===== src/rtl/updown_counter_param_if.sv =====
// updown_counter_param_if
//   Control/status bundle for updown_counter_param.
//   master: drives Clr, Load, Din, En, Mode; observes OUT, TC, Wrap, Sat.
//   slave : the counter itself.
//   WIDTH must match the WIDTH of the counter it is attached to.
interface updown_counter_param_if #(
  parameter int unsigned WIDTH = 4
);
  logic             Clr;
  logic             Load;
  logic [WIDTH-1:0] Din;
  logic             En;
  logic             Mode;
  logic [WIDTH-1:0] OUT;
  logic             TC;
  logic             Wrap;
  logic             Sat;

  modport master (
    output Clr, Load, Din, En, Mode,
    input  OUT, TC, Wrap, Sat
  );

  modport slave (
    input  Clr, Load, Din, En, Mode,
    output OUT, TC, Wrap, Sat
  );
endinterface


===== src/rtl/updown_counter_param.sv =====
// updown_counter_param
//   Parametrised up/down counter, range 0..MAX_VAL, with synchronous clear,
//   parallel load (clamped to MAX_VAL), count enable and a wrap or saturate
//   policy at the bounds. Chain digits by feeding a higher digit's En from
//   the lower digit's (En & TC).
// Ports:
//   Clk  - system clock, rising edge
//   RST  - asynchronous active-high reset
//   bus  - slave side of updown_counter_param_if:
//          Clr/Load/Din/En/Mode in; OUT (count), TC (terminal count,
//          combinational), Wrap (one-cycle pulse after a bound crossing),
//          Sat (request blocked at a bound, SATURATE=1 only) out
module updown_counter_param #(
  parameter int unsigned      WIDTH    = 4,
  parameter logic [WIDTH-1:0] MAX_VAL  = {WIDTH{1'b1}},
  parameter bit               SATURATE = 1'b0
) (
  input  logic                  Clk,
  input  logic                  RST,
  updown_counter_param_if.slave bus
);

  logic [WIDTH-1:0] cnt_q, cnt_d;
  logic             wrap_q, wrap_d;
  logic             sat_q, sat_d;
  logic             at_top;
  logic             at_bot;

  // ">=" so that an out-of-range value is still treated as the upper bound.
  assign at_top = (cnt_q >= MAX_VAL);
  assign at_bot = (cnt_q == '0);

  always_comb begin
    cnt_d  = cnt_q;
    wrap_d = 1'b0;
    sat_d  = 1'b0;
    if (bus.Clr) begin
      cnt_d = '0;
    end else if (bus.Load) begin
      cnt_d = (bus.Din > MAX_VAL) ? MAX_VAL : bus.Din;
    end else if (bus.En) begin
      if (!bus.Mode) begin
        if (at_top) begin
          if (SATURATE) begin
            // pull an out-of-range value back onto the bound
            cnt_d = MAX_VAL;
            sat_d = 1'b1;
          end else begin
            cnt_d  = '0;
            wrap_d = 1'b1;
          end
        end else begin
          cnt_d = cnt_q + 1'b1;
        end
      end else begin
        if (at_bot) begin
          if (SATURATE) begin
            sat_d = 1'b1;
          end else begin
            cnt_d  = MAX_VAL;
            wrap_d = 1'b1;
          end
        end else begin
          cnt_d = cnt_q - 1'b1;
        end
      end
    end
  end

  always_ff @(posedge Clk or posedge RST) begin
    if (RST) begin
      cnt_q  <= '0;
      wrap_q <= 1'b0;
      sat_q  <= 1'b0;
    end else begin
      cnt_q  <= cnt_d;
      wrap_q <= wrap_d;
      sat_q  <= sat_d;
    end
  end

  assign bus.OUT  = cnt_q;
  assign bus.Wrap = wrap_q;
  assign bus.Sat  = sat_q;
  assign bus.TC   = bus.Mode ? (cnt_q == '0) : (cnt_q == MAX_VAL);

endmodule


===== src/flat_wrapper.sv =====
// flat-port wrapper written by rule: the top's interface ports become plain ports
module updown_counter_param_flat 
#(
  parameter int unsigned      WIDTH    = 4,
  parameter logic [WIDTH-1:0] MAX_VAL  = {WIDTH{1'b1}},
  parameter bit               SATURATE = 1'b0
)
  (Clk, RST, bus_Clr, bus_Load, bus_Din, bus_En, bus_Mode, bus_OUT, bus_TC, bus_Wrap, bus_Sat);
  updown_counter_param_if #(.WIDTH(WIDTH)) bus_i ();
  input  logic Clk;
  input  logic RST;
  input wire logic [$bits(bus_i.Clr)-1:0] bus_Clr;
  input wire logic [$bits(bus_i.Load)-1:0] bus_Load;
  input wire logic [$bits(bus_i.Din)-1:0] bus_Din;
  input wire logic [$bits(bus_i.En)-1:0] bus_En;
  input wire logic [$bits(bus_i.Mode)-1:0] bus_Mode;
  output wire logic [$bits(bus_i.OUT)-1:0] bus_OUT;
  output wire logic [$bits(bus_i.TC)-1:0] bus_TC;
  output wire logic [$bits(bus_i.Wrap)-1:0] bus_Wrap;
  output wire logic [$bits(bus_i.Sat)-1:0] bus_Sat;
  assign bus_i.Clr = bus_Clr;
  assign bus_i.Load = bus_Load;
  assign bus_i.Din = bus_Din;
  assign bus_i.En = bus_En;
  assign bus_i.Mode = bus_Mode;
  assign bus_OUT = bus_i.OUT;
  assign bus_TC = bus_i.TC;
  assign bus_Wrap = bus_i.Wrap;
  assign bus_Sat = bus_i.Sat;
  updown_counter_param #(.WIDTH(WIDTH), .MAX_VAL(MAX_VAL), .SATURATE(SATURATE)) u_core (.Clk(Clk), .RST(RST), .bus(bus_i));
endmodule

===== config.mk =====
export PLATFORM = sky130hd
export DESIGN_NAME = updown_counter_param_flat
export DESIGN_NICKNAME = d
export VERILOG_FILES = /design/src/rtl/updown_counter_param_if.sv /design/src/rtl/updown_counter_param.sv /design/src/flat_wrapper.sv
export SDC_FILE = /design/constraint.sdc
export NUM_CORES = 1
export LEC_CHECK = 0
export CORE_AREA = 2 2 39 41
export DETAILED_ROUTE_END_ITERATION = 7
export DIE_AREA = 0 0 41 43
export HOLD_SLACK_MARGIN = 0.06
export PLACE_DENSITY = 0.71
export SLEW_MARGIN = 0
export SYNTH_ARGS = -nofsm -noshare
export SYNTH_HDL_FRONTEND = slang
export SYNTH_SLANG_ARGS = --single-unit

===== constraint.sdc =====
create_clock -name Clk -period 1.7 [get_ports Clk]
set_clock_uncertainty 0.05 [all_clocks]
set_input_delay 0.34 -clock Clk [delete_from_list [all_inputs] [get_ports Clk]]
set_output_delay 0.34 -clock Clk [all_outputs]
set_load 0.005 [all_outputs]

==> flow_summary.yaml, run 1 <==
timing:
  tns_ns: -0.0170
  rsz0062_at_grt: "true"
  finalCriticalPeriod_ns: 1.72
  timing.final.crit_share_pct: 101
  hold_viol: 0
  setup_viol: 1
  setup_ws_ns: -0.0170
  max_freq_mhz: 582
  drv_slew: 0
cts:
  htree_num_levels: 1
  cts_hold_buf: 0
  clk_pin_slew_worst_paths_ns: 0.05
  cts_buffers: 3
  insertion_delay_ns: 0.24
  cts_tree: "yes"
  ctsLongestPathBuffers: 2
  root_buffer: "clkbuf_4"
  cts.sinks: 5
synthesis:
  synth_top_cell_area_share_pct: 31.9
  syn_avg_cell_area_um2: 8.70
  synth_area_um2: 392
  syn-num-nets: 57
  synth_top_family_by_area: "simple AND/OR/NAND/NOR gates"
  synth-simple-area-share_pct: 22.0
  ys_warn_count: 0
  synthMuxAreaShare_pct: 2.88
  synthDistinctLibCells: 26
  synth.area.top_cells: "dfrtp_1 32%, ha_1 6.4%, nor2_1 5.8%"
  synth_area_leader_cell: "dfrtp_1"
  synth_xor_area_share_pct: 6.71
  ys_seq_area_share_pct: 31.9
  synth_compound_area_share_pct: 21.4
  synthAdderAreaFrac_pct: 6.39
  synth_seq_cells: 5
  synthCells: 45
worst_setup_path:
  worstPathMaxFanout: 4
  cp_data_required_time_ns: 1.31
  crit_type: "flip-flop to primary output"
  worst_setup_path_end_kind: "primary output"
  start_kind: "flip-flop"
  cp.arrival_ns: 1.33
layout:
  fin_util_pct: 49.5
  nFillCells: 138
  drive_gt1_share_pct: 30.7
  layout.cells.non_filler: 91
  num_antenna_cells: 0
  multiInputGateArea_um2: 249
  areaGrowthSynthToFinish_pct: 75.1
  layout.nets: 88
  seqCellArea_um2: 125
global_route:
  grt_max_degree: 10
  grt_pass1_vias: 416
  grt_pass1_wl_um: 1680
  grtUsageTotal_pct: 13.9
  grt-ovfl-total: 0
  antenna_found_initial: 0
floorplanning:
  initial_core_util_pct: 28.3
  ios: 17
  chipHeight_um: 43
  die_width_um: 41
  die_area_mm2: 0.00176
  coreArea_mm2: 0.00138
  num_rows: 14
drt:
  ant_nets: 0
  firstDrtPassIters: 4
  drc: 0
  drt-initial-drc-count: 6
  routed_wl_um: 950
  wire_per_inst_um: 10.4
  num_vias: 413
  viasPerCell: 4.54
placed_design:
  dp_hpwl_um: 716
  dpl.cell_count: 83
  io_buffers: 15
  gp_congestion: 0.773
status:
  outcome: "complete, but fails checks"
  violations: "negative setup slack"
worst_hold_path:
  hold_class: "input port to async pin"
power_and_ir_drop:
  power.density_mw_per_mm2: 617
  ir_drop_uv: 408
  p_leak_nw: 0.306
flow_run:
  drv_cap: 0
[where the power goes]
part,leakage (nW),switching [mW],internal (mW)
sequential,0.0660,0.00617,0.127
combinational,0.225,0.0579,0.0919
clock,0.0150,0.0512,0.0889
[worst paths after layout]
kind	depth (start not counted)	from	endpoint	slack [ns]
setup reg to reg	8	u_core.bus.OUT[0]	u_core.bus.OUT[0]	0.15
hold / removal	2	RST	u_core.bus.OUT[0]	0.24
setup / recovery	4	u_core.bus.OUT[0]	bus_TC	-0.02
hold reg to reg	3	u_core.bus.OUT[2]	u_core.bus.OUT[2]	0.68
max in group asynchronous	2	RST	u_core.bus.OUT[3]	1.19
min in group Clk	3	u_core.bus.OUT[2]	u_core.bus.OUT[2]	0.68
[through the flow]
stage | hold WS [ns] | cell area [um^2] | setup slack, ns | total power [mW]
finish | 0.243 | 686 | -0.0170 | 0.423
global route | 0.274 | 686 | -0.0701 | 0.450
floorplan | 0.0685 | 392 | 0.281 | 0.196
detailed placement | 0.506 | 618 | -0.382 | 0.272
CTS | 0.247 | 678 | -0.0239 | 0.425
global placement | 0.495 | 618 | -0.402 | 0.271
[what timing repair did]
item / in CTS / in global routing
gates cloned: 0 / 0
pin swaps: 3 / 0
endpoints found under the setup margin: 1 / 3
hold endpoints to repair: 0 / 0
resized for setup: 10 / 0
buffers inserted: 3 / 1
[worst max-delay path, cell delays in order (launching register included)]
cell and delay (ns):
dfrtp_1 0.41, ha_2 0.19, and4b_2 0.22, nand2b_4 0.14, buf_6 0.11
[synth_stat cells]
cell,instances
inv_1,5
o21ai_0,1
dfrtp_1,5
nor2b_1,1
o211ai_1,1
xor2_1,1
nor3b_1,1
a211oi_1,2
o21a_1,1
buf_4,1
mux2_2,1
xnor2_1,2
nand4bb_1,1
conb_1,1
a22oi_1,1
nor2_1,6
ha_1,2
o32ai_2,1
o32a_1,1
and4b_2,1
a21oi_1,3
nand2b_1,1
nor4b_1,1
nand2_1,2
clkbuf_1,1
nand3_1,1
[metal layers]
metal / GRT usage (%) / vias up / wire (um)
met1: 18.5 / 176 / 456
met3: 6.81 / 0 / 76
met5: 0 / - / 0
li1: - / 216 / -
met2: 19.4 / 21 / 417
met4: 4.00 / 0 / 0
[cell families (layout without fill, tap and decap cells)]
kind of cell               count (synthesis)  count (layout)
xor gates and xnor gates                   3               3
muxes                                      1               1
DFF                                        5               5
buffers and inverters                      7              37
AOI/OAI and AO/OA                         11              11
adders and majority gates                  2               2
other                                      1               1
and+or+nand+nor                           15              15
[state kept, by name, summed over array words and instances, names as in the netlist]
signal           flops
u_core.bus.Wrap      1
u_core.bus.OUT       4
[layout by cell type (no fill, tap or decap), drive strengths merged, types with 3 or more instances in the layout]
master,instances
clkbuf,4
a21oi,3
buf,14
nor2,6
inv,5
clkdlybuf4s50,12
dfrtp,5
[cell type report]
type | instances | area share (%)
flip-flops and latches | 5 | 18.2
well taps | 16 | 2.92
repair buffers | 28 | 35.9
multi-input cells | 33 | 36.3
inverters | 5 | 2.74
clock buffers | 4 | 3.83
Power figures use the tool's default switching activity.
==> run 2, diff against run 1 <==
Settings changed: CTS_BUF_LIST from default to sky130_fd_sc_hd__clkbuf_16, GPL_ROUTABILITY_DRIVEN from default to 0.
==> run 2 against run 1 <==
Net effect: the flow now finishes without violations; maximum frequency rose by 1.6%; global-route usage up 0.20 points; register-to-register slack barely moved; clock power grew to 2.7 times the previous value; largest cell class unchanged; largest power group is now the clock network.
==> flow_summary.yaml, run 2 (synthesized netlist as in run 1, its figures left out) <==
status:
  outcome: "finished clean"
layout:
  multiInputGateArea_um2: 249
  nFillCells: 134
  seqCellArea_um2: 125
  layout_common_cells: "12 x clkdlybuf4s50_1, 12 x buf_4, 6 x nor2_1, 6 x inv_1, 5 x dfrtp_1"
  largest_register_ffs: 4
  postLayoutCellArea_um2: 731
  layout.nets: 87
  areaGrowthSynthToFinish_pct: 86.6
  fin_util_pct: 52.8
  drive_gt1_share_pct: 29.7
  num_antenna_cells: 0
power_and_ir_drop:
  p_int_uw: 521
  power.density_mw_per_mm2: 901
  pwr-share-comb_pct: 22.1
  switchingPower_uw: 137
  pwr-share-clk_pct: 57.4
  p_leak_nw: 0.329
  pwr-share-seq_pct: 20.4
  swShare_pct: 20.8
  ir_drop_uv: 841
worst_setup_path:
  r2r_start: "u_core.bus.OUT[0]"
  cp-startpoint: "u_core.bus.OUT[0]"
  crit_slowest_cell: "dfrtp_1"
  rrSetupSlack_ns: 0.15
  worstPathMaxFanout: 4
  r2r_cells: 8
  start_kind: "flip-flop"
  crit_chain: "ha_2 -> and4b_2 -> nand2b_4 -> buf_6"
  worst_setup_path_end_kind: "primary output"
  critPathMaxStageDelay_ns: 0.41
  cp_data_required_time_ns: 1.31
  cp.arrival_ns: 1.30
  reg2reg_to: "u_core.bus.OUT[0]"
  crit_type: "flip-flop to primary output"
worst_hold_path:
  hold_class: "input port to async pin"
timing:
  setup_viol: 0
  timing.hold.ws_ns: 0.267
  rsz0062_at_grt: "true"
  timing.final.crit_share_pct: 99.4
  hold_viol: 0
  finalCriticalPeriod_ns: 1.69
  max_freq_mhz: 592
  setup_ws_ns: 0.00938
  drv_slew: 0
placed_design:
  placed_cell_area_um2: 618
  dp_hpwl_um: 716
  io_buffers: 15
  dp_slack_ns: -0.382
cts:
  htree_num_levels: 1
  ctsLongestPathBuffers: 2
  clk_pin_slew_worst_paths_ns: 0.03
  insertion_delay_ns: 0.22
  cts_buffers: 3
  cts.sinks: 5
  root_buffer: "clkbuf_16"
  cts_tree: "yes"
drt:
  routed_wl_um: 932
  firstDrtPassIters: 4
  wire_per_inst_um: 10.4
  ant_nets: 0
  drt-initial-drc-count: 5
  drc: 0
  viasPerCell: 4.62
  num_vias: 416
flow_run:
  drv_cap: 0
global_route:
  grtUsageTotal_pct: 14.1
  antenna_found_initial: 0
  grt_pass1_vias: 417
  grt_max_degree: 10
  grt-ovfl-total: 0
  grt_pass1_wl_um: 1700
floorplanning:
  die_area_mm2: 0.00176
  initial_core_util_pct: 28.3
  chipHeight_um: 43
  num_rows: 14
  coreArea_mm2: 0.00138
  die_width_um: 41
  ios: 17
## run 2: cell types whose count changed in the layout (fill, tap and decap cells not counted), sizes merged
cell	previous run	this run
buf	14	13
clkbuf	4	3
inv	5	6
## run 2: cell type report
cell class	instances	share of cell area [%]
inverter	5	2.57
clock buffer	3	10.3
multi-input combinational	33	34.1
tap	16	2.74
timing repair buffer	27	32.7
sequential	5	17.1
clock inverter	1	0.514
## run 2: worst max-delay path by stage
| stage | end | slack (ns) | cells after the start |
|---|---|---|---|
| 4_1_cts | bus_TC | -0.001 | 4 |
| 2_1_floorplan | bus_TC | 0.28 | 3 |
| 6_report | bus_TC | 0.009 | 4 |
| 5_1_grt | bus_TC | -0.04 | 5 |
| 3_5_place_dp | bus_TC | -0.38 | 4 |
| 3_3_place_gp | bus_TC | -0.40 | 4 |
## run 2: stage by stage
| step | power, mW | setup TNS (ns) | instances |
|---|---|---|---|
| after floorplan | 0.196 | 0 | 45 |
| after global placement | 0.271 | -0.513 | 83 |
| after detailed placement | 0.272 | -0.474 | 83 |
| after CTS | 0.664 | -0.00132 | 90 |
| after global routing | 0.692 | -0.0424 | 90 |
| final | 0.658 | 0 | 90 |
## run 2: timing repair
action,4_1_cts,5_1_grt
pin swaps,3,0
setup buffers,3,0
endpoints found under the hold margin,0,0
cloned,0,0
hold buffers,0,0
setup endpoints to repair,1,1
gates resized for setup,10,0
## run 2: critical path: cells and delay by family (launching register included)
family	cells	cell delay, ns
adder cells (fa/ha/maj)	1	0.19
buffers and inverters	1	0.11
flip-flops	1	0.41
AND/OR/NAND/NOR	2	0.36
## run 2: power groups by stage
stage               registers (mW)  clock network (mW)  logic, mW
global route                 0.136               0.394      0.162
floorplan                    0.140                   0     0.0555
global placement             0.136                   0      0.135
finish                       0.135               0.378      0.146
detailed placement           0.137                   0      0.135
CTS                          0.135               0.383      0.147
## run 2: layer usage
metal  routed length [um]  GRT usage, %
met3                   58          5.24
met1                  445          19.1
met5                    0             0
met2                  429          19.4
met4                    0          6.00
==> run 3, diff against run 2 <==
Settings changed: PLACE_DENSITY 0.71 to default.
==> run 3 against run 2 <==
Net effect: the run now ends with negative setup slack left; hold slack worse by 0.013 ns; via count is 6.3% higher; worst setup slack worse by 0.013 ns; register-to-register slack worse by 0.06 ns.
==> flow_summary.yaml, run 3 (synthesized netlist as in run 1, its figures left out) <==
power_and_ir_drop:
  pwr-share-comb_pct: 22.8
  ir_drop_uv: 763
  p_leak_nw: 0.341
  pwr-share-clk_pct: 57.5
  swShare_pct: 22.8
  power.density_mw_per_mm2: 908
  switchingPower_uw: 155
  pwr-share-seq_pct: 19.7
  p_int_uw: 526
global_route:
  grt-ovfl-total: 0
  grt_max_degree: 10
  grtUsageTotal_pct: 16.9
  grt_pass1_vias: 464
  antenna_found_initial: 0
  grt_pass1_wl_um: 1930
timing:
  rsz0062_at_grt: "true"
  max_freq_mhz: 587
  setup_viol: 1
  timing.final.crit_share_pct: 100
  hold_viol: 0
  setup_ws_ns: -0.00410
  finalCriticalPeriod_ns: 1.70
  drv_slew: 0
worst_setup_path:
  worst_setup_path_end_kind: "primary output"
  crit_chain: "ha_2 -> and4b_2 -> nand2b_4 -> buf_6"
  cp.arrival_ns: 1.31
  start_kind: "flip-flop"
  cp_data_required_time_ns: 1.31
  crit_slowest_cell: "dfrtp_1"
  path_buf_inv: 1
  path_delay_family: "flip-flops"
  worstPathMaxFanout: 3
  crit_type: "flip-flop to primary output"
  critPathMaxStageDelay_ns: 0.41
cts:
  clk_pin_slew_worst_paths_ns: 0.04
  ctsLongestPathBuffers: 2
  htree_num_levels: 1
  insertion_delay_ns: 0.23
  cts_tree: "yes"
  cts_buffers: 3
  cts.sinks: 5
  root_buffer: "clkbuf_16"
floorplanning:
  die_area_mm2: 0.00176
  ios: 17
  die_width_um: 41
  chipHeight_um: 43
  num_rows: 14
  coreArea_mm2: 0.00138
  initial_core_util_pct: 28.3
drt:
  drt-initial-drc-count: 5
  routed_wl_um: 1180
  viasPerCell: 4.80
  ant_nets: 0
  wire_per_inst_um: 12.8
  dr_wl_met3_um: 65
  m1WireLength_um: 507
  top_layer: "met3"
  wl_met2_um: 606
  firstDrtPassIters: 4
  drc: 0
  num_vias: 442
placed_design:
  dpl.cell_count: 82
  dp_hpwl_um: 798
  io_buffers: 15
  dp_slack_ns: -0.404
layout:
  drive_gt1_share_pct: 32.9
  layout.nets: 89
  nFillCells: 130
  layout_common_cells: "13 x buf_4, 12 x clkdlybuf4s50_1, 6 x nor2_1, 5 x inv_1, 5 x dfrtp_1"
  final_common_cell: "buf_4"
  layout.cells.non_filler: 92
  areaGrowthSynthToFinish_pct: 91.4
  largest_register_ffs: 4
  num_antenna_cells: 0
status:
  outcome: "complete, but fails checks"
  violations: "negative setup slack"
flow_run:
  drv_cap: 0
worst_hold_path:
  hold_class: "input port to async pin"
-- run 3: power groups by stage --
stage	clock network (mW)	registers, mW	logic (mW)
floorplan	0	0.140	0.0555
global placement	0	0.137	0.134
detailed placement	0	0.136	0.134
CTS	0.396	0.134	0.151
global route	0.406	0.135	0.170
finish	0.392	0.134	0.155
-- run 3: per-stage QoR --
stage	util [%]	hold slack [ns]	cell area (um^2)	setup TNS, ns	power [mW]
finish	54.2	0.254	749	-0.00410	0.681
global placement	44.1	0.491	611	-0.553	0.270
CTS	53.6	0.259	742	-0.0140	0.681
detailed placement	44.1	0.501	611	-0.614	0.271
floorplan	-	0.0685	392	0	0.196
global route	54.2	0.277	749	-0.0547	0.711
-- run 3: worst register-to-register path: stages, from the launching register on --
cell and delay (ns):
dfrtp_1 0.41, buf_4 0.16, buf_6 0.11, buf_4 0.13, nor4b_1 0.30, o32a_1 0.25, o32ai_2 0.09
-- run 3: path summary, 6_finish.rpt --
path | start | to | slack (ns) | cells after the start
max | u_core.bus.OUT[0] | bus_TC | -0.004 | 4
min | RST | u_core.bus.Wrap | 0.25 | 2
max reg2reg | u_core.bus.OUT[0] | u_core.bus.OUT[3] | 0.09 | 6
min reg2reg | u_core.bus.OUT[2] | u_core.bus.OUT[2] | 0.70 | 3
max in group asynchronous | RST | u_core.bus.OUT[2] | 1.18 | 2
min in group Clk | bus_Din[2] | u_core.bus.OUT[2] | 0.69 | 4
-- run 3: cell type report --
| class | count | area (um^2) | area share (%) |
|---|---|---|---|
| tap | 16 | 20.0 | 2.67 |
| clock buffer | 3 | 75.1 | 10.0 |
| multi-input combinational | 33 | 249 | 33.2 |
| timing repair buffer | 29 | 258 | 34.4 |
| sequential | 5 | 125 | 16.7 |
| inverter | 5 | 18.8 | 2.50 |
| clock inverter | 1 | 3.75 | 0.501 |
-- run 3: layer usage --
layer | global-route usage, % | vias up
met1 | 20.8 | 207
li1 | - | 218
met3 | 4.71 | 0
met5 | 0 | -
met2 | 25.9 | 17
met4 | 8.00 | 0
-- run 3: timing repair --
item                                    4_1_cts  5_1_grt
endpoints found under the setup margin        1        2
cloned                                        0        0
pin swaps                                     1        0
buffers inserted                              5        1
gates resized for setup                      12        0
hold buffers                                  0        0
